## src/rtl/ext_pkg.sv

```systemverilog
// rtl/ext_pkg.sv - extension mode constants and pipe state encodings
package ext_pkg;

    localparam int EXTOP_W = 3;

    localparam logic [EXTOP_W-1:0] EXT_ZERO  = 3'b000;
    localparam logic [EXTOP_W-1:0] EXT_SIGN  = 3'b001;
    localparam logic [EXTOP_W-1:0] EXT_LUI   = 3'b010;
    localparam logic [EXTOP_W-1:0] EXT_BR    = 3'b011;
    localparam logic [EXTOP_W-1:0] EXT_JMP   = 3'b100;
    localparam logic [EXTOP_W-1:0] EXT_SHAMT = 3'b101;

    typedef enum logic [1:0] {
        EMPTY = 2'b00,
        ONE   = 2'b01,
        FULL  = 2'b10
    } state_t;

endpackage

```

## src/rtl/ext_core.sv

```systemverilog
// rtl/ext_core.sv - combinational immediate/offset/jump/shamt extender
module ext_core
    import ext_pkg::*;
#(
    parameter int DATA_W = 32,
    parameter int INS_W  = 32,
    parameter int IMM_W  = 16,
    parameter int JMP_W  = 26
) (
    input  logic [EXTOP_W-1:0] i_extop,
    input  logic [INS_W-1:0]   i_ins,
    input  logic [DATA_W-1:0]  i_pc,
    output logic [DATA_W-1:0]  o_value,
    output logic               o_err
);

    logic [IMM_W-1:0]   w_imm;
    logic [DATA_W-1:0]  w_sext;
    logic [2*IMM_W-1:0] w_lui;
    logic               w_unused;

    assign w_imm    = i_ins[IMM_W-1:0];
    assign w_sext   = {{(DATA_W-IMM_W){w_imm[IMM_W-1]}}, w_imm};
    assign w_lui    = {w_imm, {IMM_W{1'b0}}};
    assign w_unused = ^{i_pc[JMP_W+1:0], i_ins[INS_W-1:JMP_W]};

    always_comb begin
        o_value = '0;
        o_err   = 1'b0;
        case (i_extop)
            EXT_ZERO:  o_value = DATA_W'(w_imm);
            EXT_SIGN:  o_value = w_sext;
            EXT_LUI:   o_value = DATA_W'(w_lui);
            EXT_BR:    o_value = w_sext << 2;
            EXT_JMP:   o_value = {i_pc[DATA_W-1:JMP_W+2], i_ins[JMP_W-1:0], 2'b00};
            EXT_SHAMT: o_value = DATA_W'(i_ins[10:6]);
            default:   o_err   = 1'b1;
        endcase
    end

endmodule

```

## src/rtl/ext_pipe.sv

```systemverilog
// rtl/ext_pipe.sv - registered extender with valid/ready and 2-entry skid buffer
module ext_pipe
    import ext_pkg::*;
#(
    parameter int DATA_W = 32,
    parameter int INS_W  = 32,
    parameter int IMM_W  = 16,
    parameter int JMP_W  = 26
) (
    input  logic               clk,
    input  logic               reset,
    input  logic               flush,
    input  logic               in_valid,
    output logic               in_ready,
    input  logic [2:0]         in_extop,
    input  logic [INS_W-1:0]   in_ins,
    input  logic [DATA_W-1:0]  in_pc,
    output logic               out_valid,
    input  logic               out_ready,
    output logic [DATA_W-1:0]  out_ext,
    output logic               out_err
);

    state_t              r_state;
    logic                r_in_ready;
    logic                r_out_valid;
    logic [DATA_W-1:0]   r_main_ext;
    logic                r_main_err;
    logic [DATA_W-1:0]   r_skid_ext;
    logic                r_skid_err;

    logic [DATA_W-1:0]   w_ext;
    logic                w_err;
    logic                w_accept;
    logic                w_emit;

    ext_core #(
        .DATA_W (DATA_W),
        .INS_W  (INS_W),
        .IMM_W  (IMM_W),
        .JMP_W  (JMP_W)
    ) u_core (
        .i_extop (in_extop),
        .i_ins   (in_ins),
        .i_pc    (in_pc),
        .o_value (w_ext),
        .o_err   (w_err)
    );

    assign w_accept = in_valid & r_in_ready;
    assign w_emit   = r_out_valid & out_ready;

    // Outputs are held in r_main_* even when invalid, so a flush leaves the last value visible.
    always_ff @(posedge clk or posedge reset) begin
        if (reset) begin
            r_state     <= EMPTY;
            r_in_ready  <= 1'b1;
            r_out_valid <= 1'b0;
            r_main_ext  <= '0;
            r_main_err  <= 1'b0;
            r_skid_ext  <= '0;
            r_skid_err  <= 1'b0;
        end else if (flush) begin
            r_state     <= EMPTY;
            r_in_ready  <= 1'b1;
            r_out_valid <= 1'b0;
        end else begin
            case (r_state)
                EMPTY: begin
                    if (w_accept) begin
                        r_main_ext  <= w_ext;
                        r_main_err  <= w_err;
                        r_out_valid <= 1'b1;
                        r_state     <= ONE;
                    end
                end
                ONE: begin
                    if (w_accept && w_emit) begin
                        r_main_ext <= w_ext;
                        r_main_err <= w_err;
                    end else if (w_accept) begin
                        r_skid_ext <= w_ext;
                        r_skid_err <= w_err;
                        r_in_ready <= 1'b0;
                        r_state    <= FULL;
                    end else if (w_emit) begin
                        r_out_valid <= 1'b0;
                        r_state     <= EMPTY;
                    end
                end
                FULL: begin
                    if (w_emit) begin
                        r_main_ext <= r_skid_ext;
                        r_main_err <= r_skid_err;
                        r_in_ready <= 1'b1;
                        r_state    <= ONE;
                    end
                end
                default: begin
                    r_state     <= EMPTY;
                    r_in_ready  <= 1'b1;
                    r_out_valid <= 1'b0;
                end
            endcase
        end
    end

    assign in_ready  = r_in_ready;
    assign out_valid = r_out_valid;
    assign out_ext   = r_main_ext;
    assign out_err   = r_main_err;

    a_skid_implies_main: assert property (@(posedge clk) disable iff (reset)
        (r_state == FULL) |-> r_out_valid);

endmodule

```

## config.mk

```make
export PLATFORM = sky130hd
export DESIGN_NAME = ext_pipe
export DESIGN_NICKNAME = d
export VERILOG_FILES = /design/src/rtl/ext_pkg.sv /design/src/rtl/ext_core.sv /design/src/rtl/ext_pipe.sv
export SDC_FILE = /design/constraint.sdc
export NUM_CORES = 1
export LEC_CHECK = 0
export BUFFER_PORTS_ARGS = -buffer_cell sky130_fd_sc_hd__clkbuf_2
export CAP_MARGIN = 25
export CORE_MARGIN = 4
export CORE_UTILIZATION = 47
export CTS_CLUSTER_DIAMETER = 150
export DETAILED_ROUTE_END_ITERATION = 12
export PLACE_DENSITY = 0.76
export SLEW_MARGIN = 20
export SYNTH_ARGS = -nofsm -noshare
export SYNTH_HDL_FRONTEND = slang
export SYNTH_SLANG_ARGS = --single-unit
```

## constraint.sdc

```tcl
create_clock -name clk -period 1.81 [get_ports clk]
set_input_delay 0.181 -clock clk [delete_from_list [all_inputs] [get_ports clk]]
set_output_delay 0.181 -clock clk [all_outputs]
set_load 0.1 [all_outputs]
```

; ---- Word level (Yosys, flattened, before mapping)
; Index checks and enable logic that the tools add are counted.
[word_totals]
ff_bits = 70
in_bits = 72
output_inout_bits = 35
elab_cells = 68
[op_classes]
muxes = 28
n_bitwise = 4
n_eq_ne = 19
reduce_logical = 10
[ops]
columns = operator, n
row1 = 32-bit one-hot mux with 6 select lines, 1
row2 = 32-bit 2-to-1 mux, 3
row3 = 32-bit one-hot mux with 3 select lines, 1
row4 = "3-bit != test, second input constant", 6
row5 = 1-bit 2-to-1 mux, 13
row6 = 2-bit 2-to-1 mux, 6
row7 = 4-bit AND reduction, 3
row8 = "2-bit != test, second input constant", 5
row9 = 5-bit AND reduction, 2
row10 = 1-bit one-hot mux with 3 select lines, 3
row11 = "3-bit by 2-bit equality test with 1-bit output, second input constant", 2
row12 = "3-bit equality test, second input constant", 2
row13 = 2-bit one-hot mux with 3 select lines, 1
row14 = 6-bit OR reduction, 1
row15 = "4-bit != test, second input constant", 1
row16 = "3-bit by 1-bit equality test with 1-bit output, second input constant", 1
row17 = 3-bit zero test, 1
row18 = 3-bit nonzero test, 1
row19 = 1-bit AND, 2
row20 = "2-bit by 1-bit equality test with 1-bit output, second input constant", 1
row21 = "2-bit equality test, second input constant", 1
row22 = 2-bit zero test, 1
row23 = 1-bit NOT, 2
row24 = 1-bit logical AND, 1

; ---- Depth between registers and ports, before layout
[logic_depth]
word_depth = 6
mapped_depth = 7
ltp_nobuf = 4

; ---- Hierarchy
; From an unflattened synthesis, not the netlist that was laid out.
[unflattened]
cells_unflattened = 349
hier_area_um2 = 3993.8
[modules_own_cells]
columns = mod, cells_each, seq_area_each_um2, n_inst, area_each_um2
row1 = ext_pipe, 240, 1752.9, 1, 3103.0
row2 = ext_core, 109, 0.0, 1, 890.9

; ---- Least setup slack after synthesis
; No wires, ideal clock.
[synth_timing]
path_kind = reg2reg
startpoint = reg r_out_valid (netlist: out_valid)
endpoint = reg r_main_ext[1] (netlist: out_ext[1])
path_stages_with_launch = 8
period_less_slack_ns = 2.098
arrival_time_ns = 1.978
path_slack_ns = -0.288
required_ns = 1.690
setup_time_ns = 0.120
path_buffers = 3
path_cell_list = dfrtp_1 -> and2_1 -> clkbuf_1 -> a32o_1 -> buf_4 -> buf_6 -> o211ai_2 -> o21a_1
[synth_between]
elab_chain_len = 4
word_cells_on_any_way = 5
classes_between = eq/ne (2) / bitwise (1) / reduce/logical (2)
[synth_lines]
columns = element, line
row1 = from (decl), ext_pipe.sv:26  ; logic r_out_valid;
row2 = from (signal assigned), ext_pipe.sv:58  ; r_out_valid <= 1'b0;
row3 = from (signal assigned), ext_pipe.sv:66  ; r_out_valid <= 1'b0;
row4 = from (signal assigned), ext_pipe.sv:73  ; r_out_valid <= 1'b1;
row5 = 1-bit AND (*), ext_pipe.sv:51  ; assign w_emit = r_out_valid & out_ready;
row6 = 1-bit logical AND, ext_pipe.sv:78  ; if (w_accept && w_emit) begin
row7 = 2-bit != test (no source line), n/a
row8 = 5-bit AND reduction (no source line) (*), n/a
row9 = to (signal assigned), ext_pipe.sv:71  ; r_main_ext <= w_ext;
row10 = to (signal assigned), ext_pipe.sv:79  ; r_main_ext <= w_ext;
row11 = to (signal assigned), ext_pipe.sv:93  ; r_main_ext <= r_skid_ext;
row12 = to (decl), ext_pipe.sv:27  ; logic [DATA_W-1:0] r_main_ext;
; Mark *: on every way between the ends. The rest lies on a longest branch, timed or not.
; A chain may end at the register's enable or synchronous reset.

; ---- Final worst setup path
[layout_timing]
startpoint = reg r_in_ready (netlist: in_ready)
endpoint = reg r_skid_ext[19]
[layout_between]
elab_chain_len = 4
[layout_lines]
columns = element, line
row1 = from (decl), ext_pipe.sv:25  ; logic r_in_ready;
row2 = from (signal assigned), ext_pipe.sv:57  ; r_in_ready <= 1'b1;
row3 = from (signal assigned), ext_pipe.sv:65  ; r_in_ready <= 1'b1;
row4 = from (signal assigned), ext_pipe.sv:84  ; r_in_ready <= 1'b0;
row5 = 1-bit AND (*), ext_pipe.sv:50  ; assign w_accept = in_valid & r_in_ready;
row6 = 1-bit logical AND, ext_pipe.sv:78
row7 = 1-bit NOT (no source line), n/a
row8 = 4-bit AND reduction (no source line) (*), n/a
row9 = to (signal assigned), ext_pipe.sv:82  ; r_skid_ext <= w_ext;
row10 = to (decl), ext_pipe.sv:29  ; logic [DATA_W-1:0] r_skid_ext;
; Marked as above.

==> out/metrics.csv <==
stage,metric,value,unit
floorplanning,die height,97.9,um
route,total iterations of the first detailed-routing run,5,
worst_setup_path,cells along the critical path,and4bb_2 -> nand2_1 -> buf_4 -> a22o_1,
clock_network,CTS tree,yes,
timing,Fmax,0.569,GHz
worst_setup_path,Buf/Inv on CP,1,
route,met3 WL,686,um
floorplanning,Die Area,9590,um2
clock_network,# H-tree levels,3,
synthesis,Syn Std Cell Area,3800,um2
placement,GP Congestion,0.899,
worst_setup_path,Critical-path top delay cell,dfstp_4,
outcome,status,"complete, no violations",
finish,most frequent cells in the layout,"clkbuf_2, dfrtp_1, nand2_1",
finish,Nets,529,
placement,HPWL after DPL,7400,um
worst_setup_path,crit start category,flop,
clock_network,Root Driver,clkbuf_8,
floorplanning,core box area,7810,um2
synthesis,Synthesis Warnings,0,
worst_setup_path,worst setup path class,flop to flop,
placement,placement-stage cell area,4330,um2
route,DRC Markers,0,
worst_setup_path,Reg2Reg Launch Point,in_ready,
synthesis,sequential share of the synthesized area,46.1,%
timing,setup ws final,0.0522,ns
power,PD cells,1640,nW/um2
finish,fin area,4580,um2
route,met2 wire len,4800,um
placement,pre-CTS WS,-0.0191,ns
hold_path,Hold EP,out_valid,
timing,Slew headroom,54.0,%
clock_network,Sink Count,70,
flow_run,max_cap viols,0,
floorplanning,Rows,32,
worst_setup_path,cell depth of the worst setup path,4,
clock_network,CTS buffer count,9,
timing,final hold violation count,0,
clock_network,Bufs on Longest Clock Path,2,
synthesis,post-synthesis register bit count,70,
hold_path,Hold Path Class,primary input to flop,
synthesis,number of synthesized flops with an enable pin,0,
grt,grt ovf,0,
floorplanning,Die Wd,97.9,um
finish,"commonest non-fill, non-tap cell in the layout",clkbuf_2,
worst_setup_path,r2r endpoint,r_skid_ext[19],
grt,first-pass GRT wire length,16900,um
route,top routing layer in use,met4,
worst_setup_path,Worst Setup End Kind,flop,
timing,minimum clock period,1.76,ns
synthesis,"Top FF cell, synth",dfrtp_1,
grt,initial antenna violation count,0,
worst_setup_path,CP top delay family,flip-flops,
timing,worst slew pin tran,0.688,ns
floorplanning,initial core utilization,48.7,%
finish,share of layout cells above drive strength 1,29.7,%
synthesis,syn nets,459,
route,vias per cell,5.97,
route,Vias,3367,
timing,Final Cycle Share,97.1,%
synthesis,Syn Inst Count,387,
clock_network,worst-skew pair later-pin latency,0.35,ns
grt,All-Layer GR Usage,21.8,%
placement,placed insts,546,
synthesis,"Avg Cell Area, Syn",9.82,um2
worst_setup_path,CP arrival,2.00,ns
power,peak supply drop,878,uV
timing,max-slew violations,0,
timing,unrepaired setup endpoints after global routing,yes,
route,Post-DRT Antenna Nets,0,
worst_setup_path,Worst Path Required,2.05,ns
power,Lkg Pwr,2.06,nW
timing,setup tns final,0,ns
route,DRT iter0 DRCs,231,
route,routed length on met1,4340,um
finish,Post-Layout Cell Count,564,
placement,PortBufs,72,
worst_setup_path,Worst path max stage delay,0.64,ns
route,final wirelength,10100,um
synthesis,synth unique cells,51,
grt,maximum number of pins on one net before global-route repair,32,
power,Design Power,7.50,mW
finish,Area growth syn-to-layout,20.4,%
hold_path,hold path startpoint,flush,
clock_network,clock-pin slew on the worst setup and hold paths,0.07,ns
hold_path,worst hold stages,2,
synthesis,Async SR Flop Fraction,100,%
timing,Clock Skew,0.00654,ns
timing,final number of setup-violating endpoints,0,
route,DR WL/cell,18.0,um
grt,vias in the first global route,3396,
finish,Antenna Cells,0,
floorplanning,IO Count,107,
worst_setup_path,worst r2r path cells,4,
worst_setup_path,CP max FO,17,
worst_setup_path,worst reg2reg setup slack,0.05,ns
## synth_stat cells (2+ instances only)
master	instances	area, um2
o211ai_1	5	37.5
buf_4	9	67.6
dfrtp_1	69	1730
nor2b_1	7	43.8
clkbuf_1	7	26.3
inv_1	3	11.3
a21oi_1	22	110
nor3_1	2	10.0
a32oi_1	2	17.5
a221oi_1	10	87.6
a21boi_0	6	45.0
nor4bb_1	12	120
buf_2	15	75.1
nand2b_1	6	37.5
a221o_1	11	110
nand3_1	14	70.1
o2111ai_1	6	52.6
nor2_1	38	143
a21o_1	3	22.5
o21ai_0	26	130
a211oi_1	3	22.5
a32o_1	3	30.0
mux2_2	2	22.5
and2_1	2	12.5
o21a_1	7	52.6
a22o_1	12	105
buf_6	5	56.3
o22ai_1	3	18.8
and3b_1	3	26.3
a221oi_2	9	135
nand2_1	45	169
## layout make-up
class                           count  area, um2
Clock inverter                      3       40.0
Tap cell                          102        128
Timing Repair Buffer               95        627
Fill cell                         688       3230
Sequential cell                    70       1760
Inverter                            4       18.8
Multi-Input combinational cell    277       1830
Clock buffer                       13        179
## worst max path at each step
stage | from | to | slack (ns)
6_report | in_ready | r_skid_ext[19] | 0.05
2_1_floorplan | out_valid | out_ext[19] | 0.006
5_1_grt | in_ready | r_skid_ext[20] | -0.004
3_3_place_gp | in_ready | out_ext[27] | 0.07
4_1_cts | in_ready | out_ext[25] | 0.03
3_5_place_dp | in_ready | out_ext[25] | -0.02
## layer usage
| metal | up-vias | GRT usage (%) |
|---|---|---|
| met1 | 1623 | 28.5 |
| met3 | 30 | 6.29 |
| met4 | 0 | 10.5 |
| met2 | 131 | 33.5 |
| li1 | 1583 | - |
| met5 | - | 0 |
## through the flow
stage | hold slack [ns] | util [%]
finish | 0.0401 | 58.6
global route | 0.0461 | 58.6
CTS | 0.0351 | 58.4
detailed placement | 0.312 | 55.5
global placement | 0.304 | 55.5
floorplan | 0.240 | -
## flip-flops by register name (all words and copies together), names as in the netlist
name,cells
out_ext,32
r_skid_ext,32
r_state,2
in_ready,1
out_err,1
out_valid,1
r_skid_err,1
## power breakdown
| part | switching [mW] | leakage [nW] | total (mW) | internal, mW |
|---|---|---|---|---|
| logic | 2.95 | 1.06 | 3.67 | 0.725 |
| clock network | 0.587 | 0.115 | 1.37 | 0.782 |
| registers | 0.325 | 0.888 | 2.45 | 2.13 |
| total | 3.86 | 2.06 | 7.50 | 3.63 |
## timing repair
item,in CTS,in global routing
pin swaps,0,3
setup endpoints to repair,5,6
resized for setup,1,2
hold endpoints to repair,27,0
hold buffers,1,0
gates cloned,0,0
setup buffers,0,1
## logic make-up after synthesis
kind of cell / count (synthesis) / synth area share [%]
multiplexers: 3 / 0.856
AND/OR/NAND/NOR: 136 / 18.6
AO/OA/AOI/OAI: 138 / 28.1
buffers and inverters: 40 / 6.32
flip-flops: 70 / 46.1
No activity file was read; power rests on OpenSTA's default activity.
